$ cat config.mk
export PLATFORM = sky130hd
export DESIGN_NAME = mem_arbiter
export DESIGN_NICKNAME = d
export VERILOG_FILES = /design/src/rtl/mem_arb_pkg.sv /design/src/rtl/arb_timer.sv /design/src/rtl/mem_arbiter.sv
export SDC_FILE = /design/constraint.sdc
export NUM_CORES = 1
export LEC_CHECK = 0
export CORE_MARGIN = 2
export CORE_UTILIZATION = 36
export DETAILED_ROUTE_END_ITERATION = 6
export GPL_TIMING_DRIVEN = 0
export PLACE_DENSITY_LB_ADDON = 0.25
export SLEW_MARGIN = 20
export SYNTH_ARGS = -nofsm -noshare
export SYNTH_HDL_FRONTEND = slang
export SYNTH_SLANG_ARGS = --single-unit
$ cat constraint.sdc
create_clock -name clk -period 1.7 [get_ports clk]
set_input_delay 0.255 -clock clk [delete_from_list [all_inputs] [get_ports clk]]
set_output_delay 0.255 -clock clk [all_outputs]
set_load 0.005 [all_outputs]
$ cat src/rtl/mem_arb_pkg.sv
// Shared types and constants for the two-port memory arbiter.
// Holds the FSM state encoding, grant encoding and the timeout fill pattern.
package mem_arb_pkg;

    typedef enum logic [1:0] {
        IDLE    = 2'd0,
        BUSY_IF = 2'd1,
        BUSY_D  = 2'd2,
        RESP    = 2'd3
    } arb_state_t;

    localparam logic GRANT_IF = 1'b0;
    localparam logic GRANT_D  = 1'b1;

    localparam logic [31:0] TIMEOUT_DATA = 32'hDEADBEEF;

    // Wide enough for the largest supported timeout (255).
    localparam int TIMER_W = 8;

    // A lone request wins outright; a conflict goes to the port not served last.
    function automatic logic pick_grant(input logic if_req,
                                        input logic d_req,
                                        input logic last_grant);
        logic grant;
        if (if_req && d_req) begin
            grant = (last_grant == GRANT_IF) ? GRANT_D : GRANT_IF;
        end else if (d_req) begin
            grant = GRANT_D;
        end else begin
            grant = GRANT_IF;
        end
        return grant;
    endfunction

endpackage

$ cat src/rtl/arb_timer.sv
// Busy-cycle counter for the arbiter; expired marks the last allowed busy cycle.
// Clear has priority over enable so a new transaction always starts from zero.
module arb_timer
    import mem_arb_pkg::*;
#(
    parameter int TIMEOUT_CYCLES = 64
) (
    input  logic clk,
    input  logic reset,
    input  logic clear,
    input  logic enable,
    output logic expired
);

    localparam logic [TIMER_W-1:0] LAST_COUNT = TIMER_W'(TIMEOUT_CYCLES - 1);

    logic [TIMER_W-1:0] count_q;
    logic [TIMER_W-1:0] count_d;

    always_comb begin
        count_d = count_q;
        if (clear) begin
            count_d = '0;
        end else if (enable) begin
            count_d = count_q + TIMER_W'(1);
        end
    end

    // NOTE: sequential state uses non-blocking assignments so every register samples pre-edge values.
    always_ff @(posedge clk) begin
        if (reset) begin
            count_q <= '0;
        end else begin
            count_q <= count_d;
        end
    end

    assign expired = enable && (count_q == LAST_COUNT);

endmodule

$ cat src/rtl/mem_arbiter.sv
// Round-robin arbiter sharing one single-port memory between a fetch and a data port.
// One transaction at a time: grant, wait for ack or timeout, one-cycle ready pulse.
module mem_arbiter
    import mem_arb_pkg::*;
#(
    parameter int TIMEOUT_CYCLES = 64
) (
    input  logic        clk,
    input  logic        reset,

    input  logic        if_req,
    input  logic [31:0] if_addr,
    output logic [31:0] if_rdata,
    output logic        if_ready,

    input  logic        d_req,
    input  logic        d_we,
    input  logic [31:0] d_addr,
    input  logic [31:0] d_wdata,
    output logic [31:0] d_rdata,
    output logic        d_ready,

    output logic        mem_req,
    output logic        mem_we,
    output logic [31:0] mem_addr,
    output logic [31:0] mem_wdata,
    input  logic [31:0] mem_rdata,
    input  logic        mem_ack,

    output logic        err
);

    arb_state_t  state_q, state_d;
    logic        last_grant_q, last_grant_d;
    logic        err_q, err_d;
    logic        mem_we_q, mem_we_d;
    logic [31:0] mem_addr_q, mem_addr_d;
    logic [31:0] mem_wdata_q, mem_wdata_d;
    logic [31:0] if_rdata_q, if_rdata_d;
    logic [31:0] d_rdata_q, d_rdata_d;

    logic        busy;
    logic        timer_expired;
    logic        grant;

    assign busy = (state_q == BUSY_IF) || (state_q == BUSY_D);

    arb_timer #(
        .TIMEOUT_CYCLES (TIMEOUT_CYCLES)
    ) u_timer (
        .clk     (clk),
        .reset   (reset),
        .clear   (!busy),
        .enable  (busy),
        .expired (timer_expired)
    );

    // NOTE: every signal driven here gets its hold value first, so no path can infer a latch.
    always_comb begin
        state_d      = state_q;
        last_grant_d = last_grant_q;
        err_d        = err_q;
        mem_we_d     = mem_we_q;
        mem_addr_d   = mem_addr_q;
        mem_wdata_d  = mem_wdata_q;
        if_rdata_d   = if_rdata_q;
        d_rdata_d    = d_rdata_q;
        grant        = pick_grant(if_req, d_req, last_grant_q);

        case (state_q)
            IDLE: begin
                if (if_req || d_req) begin
                    last_grant_d = grant;
                    if (grant == GRANT_D) begin
                        state_d     = BUSY_D;
                        mem_we_d    = d_we;
                        mem_addr_d  = d_addr;
                        mem_wdata_d = d_wdata;
                    end else begin
                        state_d     = BUSY_IF;
                        mem_we_d    = 1'b0;
                        mem_addr_d  = if_addr;
                        mem_wdata_d = '0;
                    end
                end
            end

            BUSY_IF, BUSY_D: begin
                // An ack on the expiry cycle still completes normally.
                if (mem_ack) begin
                    state_d = RESP;
                    if (state_q == BUSY_IF) begin
                        if_rdata_d = mem_rdata;
                    end else begin
                        d_rdata_d = mem_we_q ? 32'd0 : mem_rdata;
                    end
                end else if (timer_expired) begin
                    state_d = RESP;
                    err_d   = 1'b1;
                    if (state_q == BUSY_IF) begin
                        if_rdata_d = TIMEOUT_DATA;
                    end else begin
                        d_rdata_d = TIMEOUT_DATA;
                    end
                end
            end

            RESP: begin
                state_d = IDLE;
            end

            default: begin
                state_d = IDLE;
            end
        endcase
    end

    always_ff @(posedge clk) begin
        if (reset) begin
            state_q      <= IDLE;
            last_grant_q <= GRANT_IF;
            err_q        <= 1'b0;
            mem_we_q     <= 1'b0;
            mem_addr_q   <= '0;
            mem_wdata_q  <= '0;
            if_rdata_q   <= '0;
            d_rdata_q    <= '0;
        end else begin
            state_q      <= state_d;
            last_grant_q <= last_grant_d;
            err_q        <= err_d;
            mem_we_q     <= mem_we_d;
            mem_addr_q   <= mem_addr_d;
            mem_wdata_q  <= mem_wdata_d;
            if_rdata_q   <= if_rdata_d;
            d_rdata_q    <= d_rdata_d;
        end
    end

    // last_grant_q names the port currently being served while busy or responding.
    assign mem_req   = busy;
    assign mem_we    = mem_we_q;
    assign mem_addr  = mem_addr_q;
    assign mem_wdata = mem_wdata_q;
    assign if_ready  = (state_q == RESP) && (last_grant_q == GRANT_IF);
    assign d_ready   = (state_q == RESP) && (last_grant_q == GRANT_D);
    assign if_rdata  = if_rdata_q;
    assign d_rdata   = d_rdata_q;
    assign err       = err_q;

endmodule

==> metrics.cfg, run 1 <==
[run_status]
outcome = finished, final reports clean

[setup_path]
slowest_stage = dfxtp_2
path_buf_inv = 1
slowest_delay_ns = 0.34
critical_path_class = reg2out
path_cells = ha_1 -> and2_1 -> clkdlybuf4s15_1
worstPathArrival_ns = 1.39
cp_data_required_time_ns = 1.44
worstPathMaxFanout = 3
cp-start-kind = flop
path_delay_family = flip-flops
crit_path_end_kind = primary output

[synthesis]
synth.avg_cell_area_sq_um = 10.1
netlist_instances = 536
synth_nets = 674
yosys_warnings = 0
ys_types = 41
yosysSeqAreaShare_pct = 52.1
synth_area_sq_mm = 0.00542
ys_seq_elements = 141

[sta]
fmax_ghz = 0.609
setup_viol = 0
finalCritPeriodShare_pct = 96.6
hold_slack_ns = 0.437
tightest_slew_ns = 0.563
hold_viol_final = 0
slew_violations = 0
clock_skew_ns = 0.00969
fin_crit_ns = 1.64
slew_headroom_pct = 62.4

[die]
die-area_sq_mm = 0.0160
die_h_um = 127
num_rows = 44
core_sq_mm = 0.0146
start_util_pct = 37.1
io_pins = 267
chipWidth_um = 127

[route]
drt_pass1_iterations = 5
postRouteAntennaNets = 0
drc = 0
drt-total-wl_um = 17500
vias = 5277
drt-vias-per-instance = 5.13
drtIter0Drc = 237
wl_per_cell_um = 17.0

[power_and_ir_drop]
leakagePower_nw = 3.76
ir_drop_mv = 0.708
p_per_area_mw_per_mm2 = 1460

[final_layout]
fill_cells = 1191
num-nets-final = 969
syn_to_final_growth_pct = 67.7
diodes = 0
final_area_sq_mm = 0.00908
multi_input_area_sq_mm = 0.00237
regArea_sq_mm = 0.00284
drive_gt1_share_pct = 10.9

[placed_design]
gp_congestion = 0.803
postPlaceCellArea_sq_mm = 0.00830
io_buffers = 265
dpl.hpwl_um = 13400

[run]
max_cap_violations = 0

[clock_tree]
worstSkewPairLatency_ns = 0.42
cts_tree = yes
clockBufferDepth = 2
cts.sinks = 141
cts_buffers = 17
ctsHtreeMaxLevel = 4
postCtsHoldBufs = 0
path_clk_slew_ns = 0.06
root_buffer = clkbuf_16

[global_route]
overflow = 0
grt_pass1_vias = 5343
grt_pass1_wl_um = 27200
gr-usage-all-layers_pct = 21.5
grt_max_degree = 17
antenna_found_initial = 0

[min_path]
hp-class = in2reg

==> layout by cell type, fill, tap and decap left out, drive strengths merged, types with 2 or more instances in the layout <==
cell type	n
clkdlybuf4s50	262
dfxtp	141
nor2	80
clkbuf	49
a211oi	34
a22oi	33
o21ai	33
mux2i	32
inv	30
buf	25
o221a	24
o211a	24
nand2	13
a21oi	12
clkinv	9
a22o	8
xor2	5
nand3	4
ha	4
and3	3
and2	2
bufinv	2
==> synthesized netlist by cell type (all sizes together) <==
master | n | area [sq um]
a211o | 1 | 8.76
a211oi | 34 | 255
a21boi | 1 | 7.51
a21oi | 12 | 63.8
a22o | 8 | 70.1
a22oi | 33 | 248
a311oi | 1 | 8.76
a31o | 1 | 8.76
a31oi | 1 | 6.26
and2 | 2 | 12.5
and3 | 3 | 18.8
and4 | 1 | 11.3
buf | 15 | 98.8
clkbuf | 28 | 105
clkinv | 1 | 3.75
dfxtp | 141 | 2820
ha | 4 | 50.1
inv | 28 | 105
mux2i | 32 | 320
nand2 | 13 | 48.8
nand3 | 4 | 20.0
nand4 | 1 | 6.26
nor2 | 79 | 315
nor2b | 1 | 6.26
nor3 | 1 | 16.3
nor3b | 1 | 18.8
nor4 | 1 | 12.5
o211a | 24 | 240
o21ai | 33 | 165
o221a | 24 | 270
o31a | 1 | 17.5
xnor2 | 1 | 8.76
xor2 | 5 | 43.8
==> metrics by stage <==
step | power (mW) | worst slack (ns) | TNS [ns] | std cells | util, %
after floorplan | 6.72 | 0.0233 | 0 | 536 | -
after global placement | 9.14 | -0.342 | -24.95 | 985 | 56.9
after detailed placement | 9.29 | -0.410 | -32.90 | 985 | 56.9
after CTS | 13.2 | -0.0460 | -0.255 | 1021 | 61.6
after global routing | 13.9 | -0.0164 | -0.0469 | 1028 | 62.3
final | 13.3 | 0.0585 | 0 | 1028 | 62.3
==> registers in the layout, indices dropped and copies added, names as in the netlist <==
name,flops
last_grant_q,1
err,1
mem_wdata,32
mem_we,1
mem_addr,32
u_timer.count_q,8
d_rdata,32
state_q,2
if_rdata,32
==> cells by family (layout without fill, tap and decap cells) <==
family          count (synthesis)  after routing  synth area share, %
xor+xnor                        6              6                0.970
buf+inv                        72            379                 5.78
fa+ha+maj                       4              4                0.924
flops                         141            141                 52.1
compound gates                174            174                 25.3
mux                            32             32                 5.92
simple gates                  107            108                 8.99
==> area by class of cell <==
cell class | count | share of cell area, %
flip-flops and latches | 141 | 31.2
repair buffers | 275 | 29.9
multi-input cells | 324 | 26.1
clock buffers | 19 | 4.88
plain buffers | 43 | 2.63
well taps | 184 | 2.53
clock inverters | 13 | 1.54
inverters | 29 | 1.20
==> metal layers <==
layer  vias up  share of wire (%)  GRT usage (%)
met5         -                  0              0
met4         0                2.2           8.08
met3        28                8.8           7.93
met2       215                 51           38.8
met1      2490                 37           22.7
li1       2544                  -              -
==> final timing paths <==
kind | startpoint | to | slack [ns] | depth (start not counted)
min reg2reg | u_timer.count_q[0]$_SDFF_PP0_ | u_timer.count_q[0]$_SDFF_PP0_ | 0.45 | 1
max | state_q[0]$_SDFFE_PP0P_ | d_ready | 0.06 | 3
min | mem_rdata[8] | if_rdata[8]$_SDFFE_PP0P_ | 0.44 | 3
max reg2reg | u_timer.count_q[1]$_SDFF_PP0_ | if_rdata[27]$_SDFFE_PP0P_ | 0.06 | 7
==> repair_timing <==
item	4_1_cts	5_1_grt
cloned	0	1
setup buffers	4	6
pin swaps	2	4
gates resized for setup	30	30
endpoints found under the setup margin	105	116
==> power by group <==
part	internal (mW)	total, mW	switching (mW)
combinational	2.74	4.98	2.24
clock	2.20	3.64	1.44
sequential	4.14	4.63	0.493
==> tightest hold or removal path, stage by stage <==
cell and delay (ns):
clkdlybuf4s50_1 0.43, nand2_1 0.07, a21oi_1 0.05
(Power assumes the default switching activity.)
==> run 2, diff against run 1 <==
--- a/config.mk
+++ b/config.mk
@@ -9,7 +9,7 @@
 export CORE_UTILIZATION = 36
 export DETAILED_ROUTE_END_ITERATION = 6
 export GPL_TIMING_DRIVEN = 0
-export PLACE_DENSITY_LB_ADDON = 0.25
+export PLACE_DENSITY = 0.83
 export SLEW_MARGIN = 20
 export SYNTH_ARGS = -nofsm -noshare
 export SYNTH_HDL_FRONTEND = slang
==> constraint.sdc (replaced) <==
create_clock -name clk -period 1.3 [get_ports clk]
set_input_delay 0.195 -clock clk [delete_from_list [all_inputs] [get_ports clk]]
set_output_delay 0.195 -clock clk [all_outputs]
set_load 0.005 [all_outputs]
==> metrics.cfg, run 2 (synthesized netlist as in run 1, its figures left out) <==
[min_path]
hp-class = in2reg
min_path_cells = 3  ; unchanged
hold_end = state_q[0]$_SDFFE_PP0P_
hold_start = reset

[setup_path]
cp_data_required_time_ns = 1.60  ; +0.16 ns
reg2reg_setup_slack_ns = -0.36  ; -0.42 ns
reg2regPathDepth = 6  ; -1
worstPathArrival_ns = 1.96  ; +0.57 ns
cp-start-kind = flop
r2r_start = u_timer.count_q[0]$_SDFF_PP0_
critical_path_class = reg2reg
worstPathMaxFanout = 8  ; +5
reg2reg_to = d_rdata[8]$_SDFFE_PP0P_
crit_path_end_kind = flop

[power_and_ir_drop]
ir_drop_mv = 1.12  ; +58%
leakagePower_nw = 4.60  ; +22%
power_mw = 19.3  ; +46%
p_per_area_mw_per_mm2 = 1930  ; +32%

[die]
core_sq_mm = 0.0146  ; unchanged
num_rows = 44  ; unchanged
die-area_sq_mm = 0.0160  ; unchanged
die_h_um = 127  ; unchanged
chipWidth_um = 127  ; unchanged
io_pins = 267  ; unchanged
start_util_pct = 37.1  ; unchanged

[clock_tree]
cts.sinks = 141  ; unchanged
ctsHtreeMaxLevel = 4  ; unchanged
worstSkewPairLatency_ns = 0.42  ; about the same
cts_buffers = 17  ; unchanged
clockBufferDepth = 2  ; unchanged
path_clk_slew_ns = 0.06  ; about the same
root_buffer = clkbuf_16
cts_tree = yes
postCtsHoldBufs = 0  ; unchanged

[placed_design]
dpl.cell_count = 985  ; unchanged
dpl.hpwl_um = 12800  ; -4.4%
io_buffers = 265  ; unchanged
gp_congestion = 0.803  ; about the same

[sta]
fmax_ghz = 0.603
slew_headroom_pct = 54.0  ; -8.5 points
fin_crit_ns = 1.66
rsz0062_at_grt = yes
finalCritPeriodShare_pct = 128
tightest_slew_ns = 0.691  ; +0.127 ns
slew_violations = 0  ; unchanged
setup_slack_ns = -0.359  ; -0.417 ns
hold_viol_final = 0  ; unchanged
clock_skew_ns = 0.0144  ; +0.00470 ns
setup_viol = 130  ; +130

[route]
drtIter0Drc = 249  ; +5.1%
highest_layer = met4
wl_met1_um = 7660  ; +17%
wl_met2_um = 9940  ; +11%
drt-total-wl_um = 19700  ; +13%
wl_per_cell_um = 18.6  ; +9.7%
vias = 5489  ; +4.0%
wl_met3_um = 1550  ; +0.52%
postRouteAntennaNets = 0  ; unchanged
drt-vias-per-instance = 5.20  ; +1.4%
drc = 0  ; unchanged
drt_pass1_iterations = 4  ; -1

[global_route]
overflow = 0  ; unchanged
antenna_found_initial = 1  ; +1
grt_pass1_wl_um = 28500  ; +4.5%
grt_max_degree = 17  ; unchanged
gr-usage-all-layers_pct = 22.7  ; +1.3 points
grt_pass1_vias = 5335  ; -0.15%

[final_layout]
instances_no_fill = 1055  ; +2.6%
syn_to_final_growth_pct = 84.9
final_common_cell = clkdlybuf4s50_1
multi_input_area_sq_mm = 0.00287  ; +21%
num-nets-final = 995  ; +2.7%
drive_gt1_share_pct = 26.3  ; +15 points
fill_cells = 1054  ; -12%
final_cell_mix = clkdlybuf4s50_1 (131), dlygate4sd2_1 (128), dfxtp_1 (123)
regArea_sq_mm = 0.00286  ; +0.75%

[run_status]
violations = negative setup slack
outcome = complete, but fails checks

[run]
max_cap_violations = 0  ; unchanged

[run 2: cell types whose count changed in the layout (fill, tap and decap cells not counted), moves of 15 or more]
cell,previous run,this run
a211oi_1,32,13
a211oi_2,2,21
a22oi_1,33,1
a22oi_2,0,32
clkdlybuf4s50_1,262,131
dlygate4sd2_1,0,128
nor2_1,76,61
[run 2: report_power, final]
group | leakage, nW | total [mW] | switching (mW) | internal, mW
Clock | 0.272 | 4.63 | 1.90 | 2.73
Sequential | 1.16 | 6.10 | 0.657 | 5.44
Combinational | 3.17 | 8.59 | 4.00 | 4.58
[run 2: worst max path at each step]
| stage | startpoint | cells after the start | endpoint |
|---|---|---|---|
| final | u_timer.count_q[0]$_SDFF_PP0_ | 6 | d_rdata[8]$_SDFFE_PP0P_ |
| after floorplan | u_timer.count_q[1]$_SDFF_PP0_ | 6 | d_rdata[14]$_SDFFE_PP0P_ |
| after detailed placement | d_req | 6 | mem_addr[27]$_SDFFE_PP0P_ |
| after CTS | u_timer.count_q[0]$_SDFF_PP0_ | 6 | d_rdata[8]$_SDFFE_PP0P_ |
| after global placement | state_q[1]$_SDFFE_PP0P_ | 6 | if_rdata[18]$_SDFFE_PP0P_ |
| after global routing | u_timer.count_q[0]$_SDFF_PP0_ | 6 | d_rdata[8]$_SDFFE_PP0P_ |
[run 2: critical path, stage by stage (launching register included)]
cell	delay [ns]
dfxtp_4	0.36
ha_4	0.13
nor3b_4	0.20
a21oi_2	0.11
buf_6	0.15
o31a_4	0.40
a22o_1	0.21
[run 2: routing by layer]
metal  track usage, %  vias up
li1                 -     2612
met1             26.2     2598
met2             39.7      247
met3             7.13       32
met4             8.21        0
met5                0        -
[run 2: repair_timing]
action	CTS	global route
resized for setup	276	92
cloned	9	2
setup buffers	21	10
pin swaps	78	36
endpoints found under the setup margin	273	136
[run 2: cell type report]
type,count,share of cell area [%]
clock buffer,19,4.52
inverter,29,1.24
multi-input combinational,324,28.6
clock inverter,13,1.15
buffer,40,3.67
tap,184,2.30
sequential,141,28.5
timing repair buffer,304,29.9
antenna,1,0.0250
[run 2: per-stage QoR]
stage / setup TNS [ns] / worst slack [ns] / instance area [sq um] / utilization (%) / hold slack, ns
5_1_grt: -28.71 / -0.411 / 10000 / 68.6 / 0.325
6_report: -20.22 / -0.359 / 10000 / 68.6 / 0.273
2_1_floorplan: -13.44 / -0.251 / 5490 / - / 0.328
4_1_cts: -18.60 / -0.373 / 9560 / 65.5 / 0.284
3_5_place_dp: -69.77 / -0.590 / 8380 / 57.4 / 0.460
3_3_place_gp: -65.87 / -0.558 / 8380 / 57.4 / 0.448
